--- src/rtl/cpu_run_ctrl.sv ---
// ---------------------------------------------------------------------------
// cpu_run_ctrl
// Run-control sequencer between the DE2 pushbuttons/switches and the
// pipelined CPU core. It debounces the keys, produces the core reset pulse
// and gates core progress through a global enable. It supports free run,
// halt, single step and one PC breakpoint.
//
// Ports
//   clk         system clock (CLOCK_50 domain)
//   res_n       asynchronous active-low reset
//   key_rst_n   raw pushbutton, active-low: restart the CPU
//   key_run_n   raw pushbutton, active-low: toggle run/halt
//   key_step_n  raw pushbutton, active-low: single step from halt
//   bp_en       breakpoint enable switch
//   bp_addr     breakpoint PC
//   pc_f        current fetch PC from the core
//   cpu_res     active-high reset to the core
//   cpu_en      core advance enable (0 = whole pipeline holds)
//   state       00 RESET, 01 HALT, 10 RUN, 11 STEP
//   bp_hit      sticky: the last halt was caused by the breakpoint
//   run_cycles  number of cycles the core was enabled (wraps)
// ---------------------------------------------------------------------------
module cpu_run_ctrl #(
  parameter logic [15:0] DEB_CYCLES = 16'd50000,
  parameter int          RST_CYCLES = 8,
  parameter int          PC_W       = 32,
  parameter logic        AUTO_RUN   = 1'b0
) (
  input  logic            clk,
  input  logic            res_n,
  input  logic            key_rst_n,
  input  logic            key_run_n,
  input  logic            key_step_n,
  input  logic            bp_en,
  input  logic [PC_W-1:0] bp_addr,
  input  logic [PC_W-1:0] pc_f,
  output logic            cpu_res,
  output logic            cpu_en,
  output logic [1:0]      state,
  output logic            bp_hit,
  output logic [31:0]     run_cycles
);

  typedef enum logic [1:0] {
    ST_RESET = 2'b00,
    ST_HALT  = 2'b01,
    ST_RUN   = 2'b10,
    ST_STEP  = 2'b11
  } state_e;

  localparam logic [15:0] DEB_LAST = DEB_CYCLES - 16'd1;
  localparam logic [7:0]  RST_LAST = 8'(RST_CYCLES - 1);

  // Key index: 0 = reset, 1 = run, 2 = step.
  localparam int K_RST  = 0;
  localparam int K_RUN  = 1;
  localparam int K_STEP = 2;

  logic [2:0]  key_raw;
  logic [2:0]  sync1_q;
  logic [2:0]  sync2_q;
  logic [2:0]  deb_q;
  logic [2:0]  press_q;
  logic [15:0] deb_cnt_q [3];

  state_e      state_q;
  logic [7:0]  rst_cnt_q;
  logic        cpu_res_q;
  logic        bp_hit_q;
  logic        resume_q;
  logic [31:0] run_cycles_q;
  logic [31:0] run_cycles_d;

  logic        bp_match;
  logic        brk;

  assign key_raw = {key_step_n, key_run_n, key_rst_n};

  // Two-flop synchronizer followed by a per-key stability counter. The
  // debounced level only flips after DEB_CYCLES consecutive samples that
  // disagree with it; any agreeing sample restarts the count, so short
  // glitches are swallowed. A press is the registered 1->0 flip.
  always_ff @(posedge clk or negedge res_n) begin
    if (!res_n) begin
      sync1_q <= '1;
      sync2_q <= '1;
      deb_q   <= '1;
      press_q <= '0;
      for (int k = 0; k < 3; k++) begin
        deb_cnt_q[k] <= '0;
      end
    end else begin
      sync1_q <= key_raw;
      sync2_q <= sync1_q;
      for (int k = 0; k < 3; k++) begin
        press_q[k] <= 1'b0;
        if (sync2_q[k] == deb_q[k]) begin
          deb_cnt_q[k] <= '0;
        end else if (deb_cnt_q[k] == DEB_LAST) begin
          deb_q[k]     <= sync2_q[k];
          deb_cnt_q[k] <= '0;
          press_q[k]   <= ~sync2_q[k];
        end else begin
          deb_cnt_q[k] <= deb_cnt_q[k] + 16'd1;
        end
      end
    end
  end

  // The breakpoint compare is combinational so the core is stopped in the
  // very cycle the fetch PC matches. resume_q masks it for the first RUN
  // cycle after a resume, otherwise resuming at the breakpoint PC would
  // re-trap forever.
  assign bp_match = bp_en && (pc_f == bp_addr);
  assign brk      = (state_q == ST_RUN) && bp_match && !resume_q;
  assign cpu_en   = (state_q == ST_STEP) || ((state_q == ST_RUN) && !brk);

  always_ff @(posedge clk or negedge res_n) begin
    if (!res_n) begin
      state_q   <= ST_RESET;
      rst_cnt_q <= '0;
      cpu_res_q <= 1'b1;
      bp_hit_q  <= 1'b0;
      resume_q  <= 1'b0;
    end else begin
      resume_q <= 1'b0;
      // A reset press overrides every other event, in every state.
      if (press_q[K_RST]) begin
        state_q   <= ST_RESET;
        rst_cnt_q <= '0;
        cpu_res_q <= 1'b1;
        bp_hit_q  <= 1'b0;
      end else begin
        case (state_q)
          ST_RESET: begin
            if (rst_cnt_q == RST_LAST) begin
              state_q   <= AUTO_RUN ? ST_RUN : ST_HALT;
              rst_cnt_q <= '0;
              cpu_res_q <= 1'b0;
            end else begin
              rst_cnt_q <= rst_cnt_q + 8'd1;
            end
          end
          ST_HALT: begin
            // Run wins over step when both arrive together.
            if (press_q[K_RUN]) begin
              state_q  <= ST_RUN;
              bp_hit_q <= 1'b0;
              resume_q <= 1'b1;
            end else if (press_q[K_STEP]) begin
              state_q <= ST_STEP;
            end
          end
          ST_STEP: begin
            state_q <= ST_HALT;
          end
          ST_RUN: begin
            // Breakpoint takes precedence over a simultaneous run press.
            if (brk) begin
              state_q  <= ST_HALT;
              bp_hit_q <= 1'b1;
            end else if (press_q[K_RUN]) begin
              state_q <= ST_HALT;
            end
          end
        endcase
      end
    end
  end

  // Only res_n clears the counter, so it accumulates across CPU restarts.
  always_comb begin
    run_cycles_d = run_cycles_q;
    if (cpu_en && !cpu_res_q) begin
      run_cycles_d = run_cycles_q + 32'd1;
    end
  end

  always_ff @(posedge clk or negedge res_n) begin
    if (!res_n) begin
      run_cycles_q <= '0;
    end else begin
      run_cycles_q <= run_cycles_d;
    end
  end

  assign state      = state_q;
  assign cpu_res    = cpu_res_q;
  assign bp_hit     = bp_hit_q;
  assign run_cycles = run_cycles_q;

endmodule

--- config.mk ---
export PLATFORM = sky130hd
export DESIGN_NAME = cpu_run_ctrl
export DESIGN_NICKNAME = d
export VERILOG_FILES = /design/src/rtl/cpu_run_ctrl.sv
export SDC_FILE = /design/constraint.sdc
export NUM_CORES = 1
export LEC_CHECK = 0
export ABC_AREA = 1
export BUFFER_PORTS_ARGS = -buffer_cell sky130_fd_sc_hd__clkbuf_2
export CORE_UTILIZATION = 41
export DETAILED_ROUTE_END_ITERATION = 16
export MAX_ROUTING_LAYER = met4
export PLACE_DENSITY = 0.59
export SYNTH_ARGS = -nofsm -noshare
export SYNTH_HDL_FRONTEND = slang
export SYNTH_SLANG_ARGS = --single-unit
--- constraint.sdc ---
create_clock -name clk -period 3.3 [get_ports clk]
set_input_delay 0.495 -clock clk [delete_from_list [all_inputs] [get_ports clk]]
set_output_delay 0.495 -clock clk [all_outputs]
set_load 0.05 [all_outputs]
==> summary.md, run 1 <==
| Metric | Value |
|---|---|
| Outcome | `finished clean` |
| Xor/xnor cell area share of the yosys netlist | `7.852%` |
| Top FF cell, synth | `dfrtp_1` |
| Clock Path Buffers | `2` |
| R2R Setup Slk | `1.17 ns` |
| Post-layout util | `48.82%` |
| Gr usage total | `18.64%` |
| Post-Synth Adder-Cell Area | `1.020%` |
| Placement Rows | `44` |
| Die area | `15460 µm²` |
| Netlist cell types | `34` |
| Clock Tree Root | `clkbuf_16` |
| Antenna violations before repair | `0` |
| Flops & latches, synth | `105` |
| Total power | `2.510 mW` |
| H-tree levels | `3` |
| WP data arrival | `2.14 ns` |
| Net count, final | `997` |
| Net switching power | `0.5970 mW` |
| HPWL Detailed | `9.911 mm` |
| RSZ-0062 raised after global routing | `false` |
| Clock skew | `0.007451 ns` |
| Clk_lat worst skew | `0.35 ns` |
| Die Wd | `124.3 µm` |
| Setup-failing EPs final | `0` |
| MaxCap Viol Count | `0` |
| Area growth syn-to-layout | `16.09%` |
| ANT cells | `0` |
| WL final | `13.12 mm` |
| Drc violations | `0` |
| Fraction of the mapped netlist area in compound gates | `5.079%` |
| Most common cell in the netlist | `nand2_1` |
| Yosys top cell area share | `38.75%` |
| CTS sink count | `105` |
| Tmin final | `2.639 ns` |
| HP Class | `in2async` |
| Worst Path Required | `2.80 ns` |
| Power Internal | `1.913 mW` |
| Core area | `14590 µm²` |
| Largest family of logic cells by synthesized area | `simple AND/OR/NAND/NOR gates` |
| Share of flip-flops with an asynchronous set or reset | `100.0%` |
| First-pass GRT wire length | `23.19 mm` |
| Post-route ant nets | `0` |
| Logic gate share of total power | `6.3%` |
| Post-Synth Simple-Gate Area | `33.80%` |
| IO Pins | `107` |
| Critical path class | `reg2out` |
| Number of fill cells | `1469` |
| First-pass DRT Iterations | `4` |
| Clock group share of total power | `41.5%` |
| DRT iter0 DRCs | `326` |
| Vias in the first global route | `4929` |
| Wire length per cell | `11.81 µm` |
| Final TNS setup | `0 ns` |
| Biggest area consumer among synthesized cells | `dfrtp_1` |
| P_leak | `3.614 nW` |
| Mapped Cells | `813` |
| Reg2reg start | `state[0]` |
| R2R cell count | `12` |
| Top cells by area, synth | `dfrtp_1, nand2_1, inv_1` |
| Worst relative slew slack | `57.03%` |
| Hold buffers post-CTS | `0` |
| Layout cell share with drive strength beyond 1 | `18.34%` |
| Seq/Total Area, Yosys | `43.03%` |
| Tightest Pin Transition | `0.6445 ns` |
| Period utilization | `79.97%` |
| Total power per unit cell area | `352.5 nW/µm²` |
| Synth Cell Area | `6135 µm²` |
| Most frequent cells after synthesis | `nand2_1, inv_1, dfrtp_1, nor2_1, nand3_1` |
| Mux cell area share after synthesis | `0.3263%` |
| Die Ht | `124.3 µm` |
| Max Clock Freq | `0.3789 GHz` |
| Routability cong. | `0.8986` |
| Critical Path Source Type | `flop` |
| Sw Share | `23.78%` |
| Port Buffers | `106` |
| Vias | `5272` |
| Syn avg cell area | `7.546 µm²` |
| Clk slew on worst S/H paths | `0.07 ns` |
| VDD IR max | `0.0001967 V` |
| Largest net degree at the start of global routing | `55` |
| Syn. warnings | `0` |
| Max FO, Critical Path | `29` |
| Setup bufs post-CTS | `0` |
| CP Capture Type | `primary output` |
| Clock buffer count from CTS | `9` |
| Gr ovfl total | `0` |
| Mapped Nets | `888` |
| Post-CTS sizing | `0` |
| Max-slew violation count | `0` |
| Sequential power share | `52.3%` |
| CTS tree | `built` |
| Routed vias/inst | `4.745` |
| Number of synthesized flops with an enable pin | `0` |
| Initial Utilization | `42.05%` |
| Final hold vios | `0` |
| RR Endpoint | `run_cycles[15]` |
[through the flow]
| stage | instances | instance area, µm² | worst slack (ns) | hold WS [ns] |
|---|---|---|---|---|
| 3_3_place_gp | 1095 | 6834 | 0.9401 | 0.3462 |
| 5_1_grt | 1111 | 7122 | 0.4346 | 0.2040 |
| 2_1_floorplan | 813 | 6135 | 1.075 | 0.1994 |
| 3_5_place_dp | 1095 | 6834 | 0.9253 | 0.3473 |
| 4_1_cts | 1111 | 7122 | 0.6228 | 0.1908 |
| 6_report | 1111 | 7122 | 0.6608 | 0.1587 |
[sequential cells by signal, indices dropped and copies added (netlist names)]
| signal | count |
|---|---|
| sync2_q | 3 |
| rst_cnt_q | 8 |
| bp_hit | 1 |
| run_cycles | 32 |
| deb_cnt_q | 48 |
| deb_q | 3 |
| cpu_res | 1 |
| press_q | 3 |
| state | 2 |
| sync1_q | 3 |
| resume_q | 1 |
[power by group through the flow]
stage               Combinational (mW)  Sequential (mW)  Clock [mW]
CTS                              0.163             1.31        1.08
detailed placement               0.162             1.34           0
global route                     0.187             1.31        1.14
finish                           0.158             1.31        1.04
floorplan                       0.0747             1.33           0
global placement                 0.160             1.34           0
[final cells by class]
type	instances	area (µm²)	share of cell area (%)
timing repair buffer	108	560.5	7.871
multi-input combinational	577	2949	41.41
sequential	105	2640	37.07
tap	184	230.2	3.233
clock inverter	6	48.80	0.6852
inverter	121	454.2	6.377
clock buffer	10	239.0	3.356
[cells in the final DEF, fill, tap and decap left out]
| master | n |
|---|---|
| and3_1 | 1 |
| nor3_1 | 24 |
| nor3b_2 | 1 |
| ha_1 | 5 |
| buf_12 | 1 |
| inv_1 | 121 |
| nand4_1 | 16 |
| a211oi_1 | 1 |
| dfrtp_1 | 95 |
| inv_6 | 3 |
| nor4_1 | 14 |
| nand2_4 | 2 |
| clkbuf_8 | 1 |
| buf_4 | 2 |
| or2_2 | 6 |
| clkinv_4 | 2 |
| dfstp_2 | 10 |
| nand2_1 | 225 |
| mux2i_1 | 2 |
| o22ai_1 | 4 |
| o21ai_0 | 23 |
| nor3b_1 | 8 |
| o32ai_1 | 1 |
| nand3_1 | 51 |
| nand2_2 | 3 |
| a32o_1 | 1 |
| clkbuf_16 | 9 |
| nand3_2 | 9 |
| xor2_1 | 29 |
| clkinv_2 | 1 |
| a21oi_1 | 26 |
| clkbuf_2 | 105 |
| o21a_1 | 2 |
| xnor2_1 | 26 |
| nor2_2 | 11 |
| nor2_1 | 82 |
| nor2_4 | 1 |
| nor3_2 | 3 |
[cells by family after synthesis]
kind of cell | Yosys count
AOI/OAI and AO/OA | 58
and+or+nand+nor | 457
muxes | 2
buffers and inverters | 131
DFF | 105
xor gates and xnor gates | 55
adders and majority gates | 5
[how the worst max path moves through the flow]
stage,startpoint,end,slack [ns]
6_report,state[0],cpu_en,0.66
5_1_grt,state[0],cpu_en,0.43
4_1_cts,state[0],cpu_en,0.62
3_5_place_dp,pc_f[12],cpu_en,0.93
3_3_place_gp,pc_f[12],cpu_en,0.94
2_1_floorplan,state[1],cpu_en,1.08
[layer usage]
layer	vias to the layer above	global-route usage [%]	share of wire (%)
met5	-	-	0
met1	2345	25.42	50
met4	0	6.449	1.6
met3	16	2.706	3.8
met2	115	28.37	44
li1	2796	-	-
[worst max-delay path, cell delays in order, from the launching register on]
cell      delay [ns]
dfrtp_1         0.42
inv_1           0.09
nand2_1         0.07
nor2_1          0.10
nand2_1         0.08
nor2_1          0.10
nand2_1         0.07
nor2_2          0.12
nand3_2         0.11
nand2_2         0.10
nand2_4         0.21
clkbuf_2        0.32
No activity file was read; power rests on OpenSTA's default activity.
==> run 2: changes to the inputs <==
Settings changed: PLACE_DENSITY 0.59 to 0.62.
Clock period 3.3 ns to 2.3 ns, I/O delays scaled along.
==> run 2 against run 1 <==
- worst hold slack worse by 0.092 ns
- die area unchanged
- critical endpoint unchanged
- via count up 1.2%
- register-to-register slack lost 0.75 ns
- worst setup slack got worse by 0.47 ns
- global-route usage is 0.61 points higher
- clock skew up 0.0012 ns
- clock-buffer cell count shrank 1
- largest cell class unchanged
- clock power is 44% higher
- combinational power up 47%
==> summary.md, run 2 (synthesis gave the netlist of run 1 again) <==
| Metric | Value |
|---|---|
| Tightest Pin Transition | `0.5929 ns (-0.05156 ns)` |
| Critical Path Source Type | `flop` |
| WL final | `13.44 mm (+2.4%)` |
| Critical path class | `reg2out` |
| Net count, final | `1007 (+1.0%)` |
| Worst-path cell chain | `inv_1 -> nand2_1 -> nor2_1 -> nand2_1 -> nor2_1 -> nand2_1 -> nor2_2 -> nand3_2 -> nand2_2 -> nand2_4 -> buf_6` |
| HP Class | `in2reg` |
| Most frequent cells in the layout | `nand2_1, inv_1, clkbuf_2` |
| Max Clock Freq | `0.4735 GHz` |
| H-tree levels | `3 (unchanged)` |
| Post-layout util | `49.37% (+0.56 points)` |
| Slowest stage cell, crit path | `dfrtp_1` |
| Period utilization | `91.82%` |
| Outcome | `finished clean` |
| Tmin final | `2.112 ns` |
| Routability cong. | `0.9180 (+2.2%)` |
| Largest net degree at the start of global routing | `49 (-11%)` |
| CP Buf/Inv Count | `2 (unchanged)` |
| Placement Rows | `44 (unchanged)` |
| Routed vias/inst | `4.760 (+0.31%)` |
| Max FFs per register | `48 (unchanged)` |
| Post-route ant nets | `0 (unchanged)` |
| Clk_lat worst skew | `0.35 ns (about the same)` |
| CP top delay family | `simple AND/OR/NAND/NOR gates` |
| RSZ-0062 raised after global routing | `false` |
| Wire length per cell | `11.99 µm (+1.5%)` |
| Final hold vios | `0 (unchanged)` |
| Gr ovfl total | `0 (unchanged)` |
| Vias in the first global route | `5189 (+5.3%)` |
| Setup-failing EPs final | `0 (unchanged)` |
| Clock Tree Root | `clkbuf_16` |
| Area of the multi-input gates | `2949 µm² (unchanged)` |
| Clock skew | `0.008620 ns (+0.001169 ns)` |
| Seq. cell area | `2640 µm² (unchanged)` |
| Vias | `5336 (+1.2%)` |
| Most numerous cell on the critical path | `nand2_1` |
| Total power | `3.618 mW (+44%)` |
| Dpl cell area | `6887 µm² (+0.77%)` |
| Worst relative slew slack | `60.43% (+3.4 points)` |
| Hold WS | `0.06635 ns (-0.09237 ns)` |
| Max FO, Critical Path | `3 (-90%)` |
| ANT cells | `0 (unchanged)` |
| Clk slew on worst S/H paths | `0.07 ns (about the same)` |
| Final TNS setup | `0 ns (unchanged)` |
| Port Buffers | `106 (unchanged)` |
| Clock Path Buffers | `2 (unchanged)` |
| Die Ht | `124.3 µm (unchanged)` |
| CP Capture Type | `primary output` |
| Worst Path Required | `1.96 ns (-0.84 ns)` |
| Clock buffer count from CTS | `9 (unchanged)` |
| IO Pins | `107 (unchanged)` |
| Initial Utilization | `42.05% (unchanged)` |
| First-pass GRT wire length | `23.94 mm (+3.2%)` |
| VDD IR max | `0.0004301 V (+120%)` |
| Commonest non-fill, non-tap cell in the layout | `nand2_1` |
| Drc violations | `0 (unchanged)` |
| Most flops, register | `deb_cnt_q` |
| Antenna violations before repair | `0 (unchanged)` |
| R2R Setup Slk | `0.42 ns (-0.75 ns)` |
| DRT iter0 DRCs | `272 (-17%)` |
| Layout cell share with drive strength beyond 1 | `19.10% (+0.76 points)` |
| P_leak | `3.663 nW (+1.4%)` |
| Area growth syn-to-layout | `17.42%` |
| Core area | `14590 µm² (unchanged)` |
| Number of fill cells | `1471 (+0.14%)` |
| CTS sink count | `105 (unchanged)` |
| Die area | `15460 µm² (unchanged)` |
| Final Instance Area | `7203 µm² (+1.1%)` |
| MaxCap Viol Count | `0 (unchanged)` |
| First-pass DRT Iterations | `5 (+1)` |
| HPWL Detailed | `10.13 mm (+2.3%)` |
| Die Wd | `124.3 µm (unchanged)` |
| CTS tree | `built` |
| Total power per unit cell area | `502.2 nW/µm² (+42%)` |
| Gr usage total | `19.25% (+0.61 points)` |
| WP data arrival | `1.77 ns (-0.37 ns)` |
| Max-slew violation count | `0 (unchanged)` |
| CP peak stage delay | `0.41 ns (about the same)` |
run 2: per-stage QoR:
| stage | std cells | setup slack [ns] |
|---|---|---|
| 6_report | 1121 | 0.1881 |
| 5_1_grt | 1121 | 0.007533 |
| 4_1_cts | 1119 | 0.004092 |
| 3_5_place_dp | 1102 | 0.3815 |
| 3_3_place_gp | 1102 | 0.3680 |
| 2_1_floorplan | 813 | 0.2253 |
run 2: path summary, 6_finish.rpt:
kind	startpoint	endpoint	cells after the start
setup / recovery	state[0]	cpu_en	11
max in group asynchronous	res_n	sync2_q[1]	3
hold / removal	key_run_n	sync1_q[1]	1
hold reg to reg	sync1_q[2]	sync2_q[2]	0
min in group asynchronous	res_n	state[0]	2
setup reg to reg	deb_cnt_q[0]	deb_cnt_q[12]	12
run 2: where the power goes:
part	switching [mW]	total (mW)	internal (mW)
Combinational	0.128	0.233	0.104
Sequential	0.0140	1.88	1.87
Clock	0.745	1.50	0.759
Total	0.887	3.62	2.73
run 2: cell type report:
class,instances,area share (%)
clock inverter,7,0.8338
tap,184,3.196
inverter,121,6.305
multi-input combinational,577,40.94
sequential,105,36.65
timing repair buffer,118,8.946
clock buffer,9,3.127
run 2: timing repair:
item / 4_1_cts / 5_1_grt
hold buffers: 1 / 0
setup endpoints to repair: 1 / 1
pin swaps: 0 / 3
hold endpoints to repair: 31 / 0
setup buffers: 0 / 2
gates resized for setup: 1 / 2
gates cloned: 0 / 0
run 2: per-layer routing:
metal,track usage (%),routed length [µm]
met1,25.31,6613
met2,30.16,6165
met3,4.424,506
met4,4.536,155
met5,-,0
==> run 3: changes to the inputs <==
Settings changed: ABC_AREA 1 to unset, CAP_MARGIN set to 20, PLACE_DENSITY 0.62 to 0.63.
==> run 3 against run 2 <==
- clock skew barely moved
- worst hold slack improved by 0.0087 ns
- sequential power barely moved
- routed wire length fell by 18%
- power rose by 0.28%
- area after synthesis fell by 15%
- final cell count fell by 29%
- design area fell by 12%
- via count fell by 24%
- highest routed layer unchanged
==> summary.md, run 3 <==
| Metric | Value |
|---|---|
| Outcome | `finished clean` |
| Area growth syn-to-layout | `21.21%` |
| Flops & latches, synth | `105 (unchanged)` |
| Max Clock Freq | `0.4741 GHz (+0.13%)` |
| P_leak | `2.758 nW (-25%)` |
| Tightest Pin Transition | `0.5885 ns (-0.004404 ns)` |
| Routability cong. | `0.8211 (-11%)` |
| ANT cells | `0 (unchanged)` |
| Clk_lat worst skew | `0.35 ns (about the same)` |
| Seq/Total Area, Yosys | `50.67% (+7.6 points)` |
| IO Pins | `107 (unchanged)` |
| Setup-failing EPs final | `0 (unchanged)` |
| Port Buffers | `106 (unchanged)` |
| Critical Path Source Type | `flop` |
| Number of synthesized flops with an enable pin | `0 (unchanged)` |
| Number of fill cells | `1117 (-24%)` |
| Gr usage total | `18.28% (-0.97 points)` |
| Pre-CTS WS | `0.07318 ns (-0.3083 ns)` |
| R2R cell count | `6 (-6)` |
| Final TNS setup | `0 ns (unchanged)` |
| Netlist cell types | `38 (+12%)` |
| Mapped Nets | `587 (-34%)` |
| Core area | `12210 µm² (-16%)` |
| Initial Utilization | `42.66% (+0.61 points)` |
| RSZ-0062 raised after global routing | `false` |
| Critical path class | `reg2out` |
| Routed vias/inst | `5.046 (+6.0%)` |
| Fin cells | `800 (-29%)` |
| DRT iter0 DRCs | `216 (-21%)` |
| Post-layout util | `51.71% (+2.3 points)` |
| Wire length per cell | `13.74 µm (+15%)` |
| Seq. cell area | `2640 µm² (unchanged)` |
| Total power per unit cell area | `574.5 nW/µm² (+14%)` |
| MaxCap Viol Count | `0 (unchanged)` |
| Commonest non-fill, non-tap cell in the layout | `clkbuf_2` |
| VDD IR max | `0.0004414 V (+2.6%)` |
| Synth Cell Area | `5210 µm² (-15%)` |
| WL final | `10.99 mm (-18%)` |
| Worst Hold End | `sync1_q[2]` |
| Worst Path Required | `1.96 ns (about the same)` |
| Placed insts | `782 (-29%)` |
| Hold Path Stages | `1 (unchanged)` |
| Final hold vios | `0 (unchanged)` |
| Most frequent cells in the layout | `clkbuf_2, dfrtp_1, xor2_1` |
| First-pass DRT Iterations | `4 (-1)` |
| Yosys top cell area share | `45.63% (+6.9 points)` |
| Die area | `13160 µm² (-15%)` |
| Most frequent cells after synthesis | `dfrtp_1, xor2_1, nor2_1, nand3_1, nand2_1` |
| HPWL Detailed | `8.024 mm (-21%)` |
| Post-route ant nets | `0 (unchanged)` |
| Max FO, Critical Path | `2 (-1)` |
| Biggest area consumer among synthesized cells | `dfrtp_1` |
| Max FFs per register | `48 (unchanged)` |
| Antenna violations before repair | `0 (unchanged)` |
| Gr ovfl total | `0 (unchanged)` |
| Clk slew on worst S/H paths | `0.08 ns (about the same)` |
| CP Capture Type | `primary output` |
| Top FF cell, synth | `dfrtp_1` |
| Hold WS | `0.07507 ns (+0.008719 ns)` |
| First-pass GRT wire length | `18.25 mm (-24%)` |
| Syn. warnings | `0 (unchanged)` |
| Clock Path Buffers | `2 (unchanged)` |
| HP Class | `in2reg` |
| Die Wd | `114.7 µm (-7.7%)` |
| Top cells by area, synth | `dfrtp_1, xor2_1, dfstp_2` |
| Largest net degree at the start of global routing | `56 (+14%)` |
| Most flops, register | `deb_cnt_q` |
| Period utilization | `91.70% (-0.12 points)` |
| Area of the multi-input gates | `2501 µm² (-15%)` |
| Max-slew violation count | `0 (unchanged)` |
| Vias | `4037 (-24%)` |
| CTS sink count | `105 (unchanged)` |
| H-tree levels | `3 (unchanged)` |
| Tmin final | `2.109 ns (-0.002810 ns)` |
| CTS tree | `built` |
| Clock buffer count from CTS | `9 (unchanged)` |
| Most common cell in the netlist | `dfrtp_1` |
| Reg2reg start | `run_cycles[0]` |
| Mapped Cells | `512 (-37%)` |
| Layout cell share with drive strength beyond 1 | `25.00% (+5.9 points)` |
| Vias in the first global route | `3897 (-25%)` |
| Drc violations | `0 (unchanged)` |
| Worst relative slew slack | `60.77% (+0.34 points)` |
| Clock skew | `0.008944 ns (+0.0003237 ns)` |
| Share of flip-flops with an asynchronous set or reset | `100.0% (unchanged)` |
| RR Endpoint | `run_cycles[31]` |
| Net count, final | `702 (-30%)` |
| Final worst setup slack | `0.1909 ns (+0.002810 ns)` |
| R2R Setup Slk | `0.22 ns (-0.20 ns)` |
| Placement Rows | `40 (-9.1%)` |
| WP data arrival | `1.76 ns (about the same)` |
| Clock Tree Root | `clkbuf_16` |
| Syn avg cell area | `10.18 µm² (+35%)` |
| Die Ht | `114.7 µm (-7.7%)` |
| HP Start | `key_step_n` |
-- run 3: worst max path at each step --
stage / from / end / slack [ns] / cells after the start
6_report: state[0] / cpu_en / 0.19 / 5
5_1_grt: state[0] / cpu_en / 0.07 / 5
4_1_cts: state[0] / cpu_en / 0.03 / 5
3_5_place_dp: bp_addr[19] / run_cycles[15] / 0.07 / 8
3_3_place_gp: bp_addr[19] / run_cycles[15] / 0.10 / 8
2_1_floorplan: state[0] / cpu_en / 0.05 / 5
-- run 3: cell families (layout without fill, tap and decap cells) --
kind of cell | Yosys count | count (layout) | synth area share (%)
mux | 4 | 4 | 0.8645
compound gates | 14 | 14 | 1.537
fa+ha+maj | 5 | 5 | 1.201
buf+inv | 17 | 137 | 1.321
xor+xnor | 110 | 110 | 18.49
flops | 105 | 105 | 50.67
simple gates | 257 | 257 | 25.91
-- run 3: cell type report --
type,instances,area share [%]
sequential,105,41.81
multi-input combinational,390,39.61
timing repair buffer,117,10.22
clock buffer,9,3.566
tap,168,3.329
clock inverter,7,1.228
inverter,4,0.2378
-- run 3: power breakdown --
part           leakage, nW  switching, mW  internal, mW
Sequential            1.27         0.0143          1.87
Clock                0.146          0.702         0.854
Combinational         1.34          0.103        0.0874
Total                 2.76          0.819          2.81
-- run 3: stage by stage --
step,area [µm²],total power [mW]
global route,6315,3.780
detailed placement,5992,2.111
CTS,6307,3.691
finish,6315,3.628
floorplan,5210,1.984
global placement,5992,2.105
-- run 3: worst max-delay path, stage by stage, from the launching register on --
cell      delay (ns)
dfrtp_1         0.40
nor4_1          0.34
nand4_1         0.19
nor4_4          0.19
nor2b_1         0.08
clkbuf_4        0.22
-- run 3: layer usage --
| metal | global-route usage [%] | wire (µm) |
|---|---|---|
| met5 | - | 0 |
| met3 | 4.129 | 618 |
| met4 | 5.368 | 120 |
| met2 | 30.83 | 5408 |
| met1 | 21.91 | 4840 |
-- run 3: what timing repair did --
action	4_1_cts	5_1_grt
hold buffers	1	0
hold endpoints to repair	27	0
cloned	0	0
endpoints found under the setup margin	1	1
pin swaps	0	1
resized for setup	1	0
buffers inserted	0	1
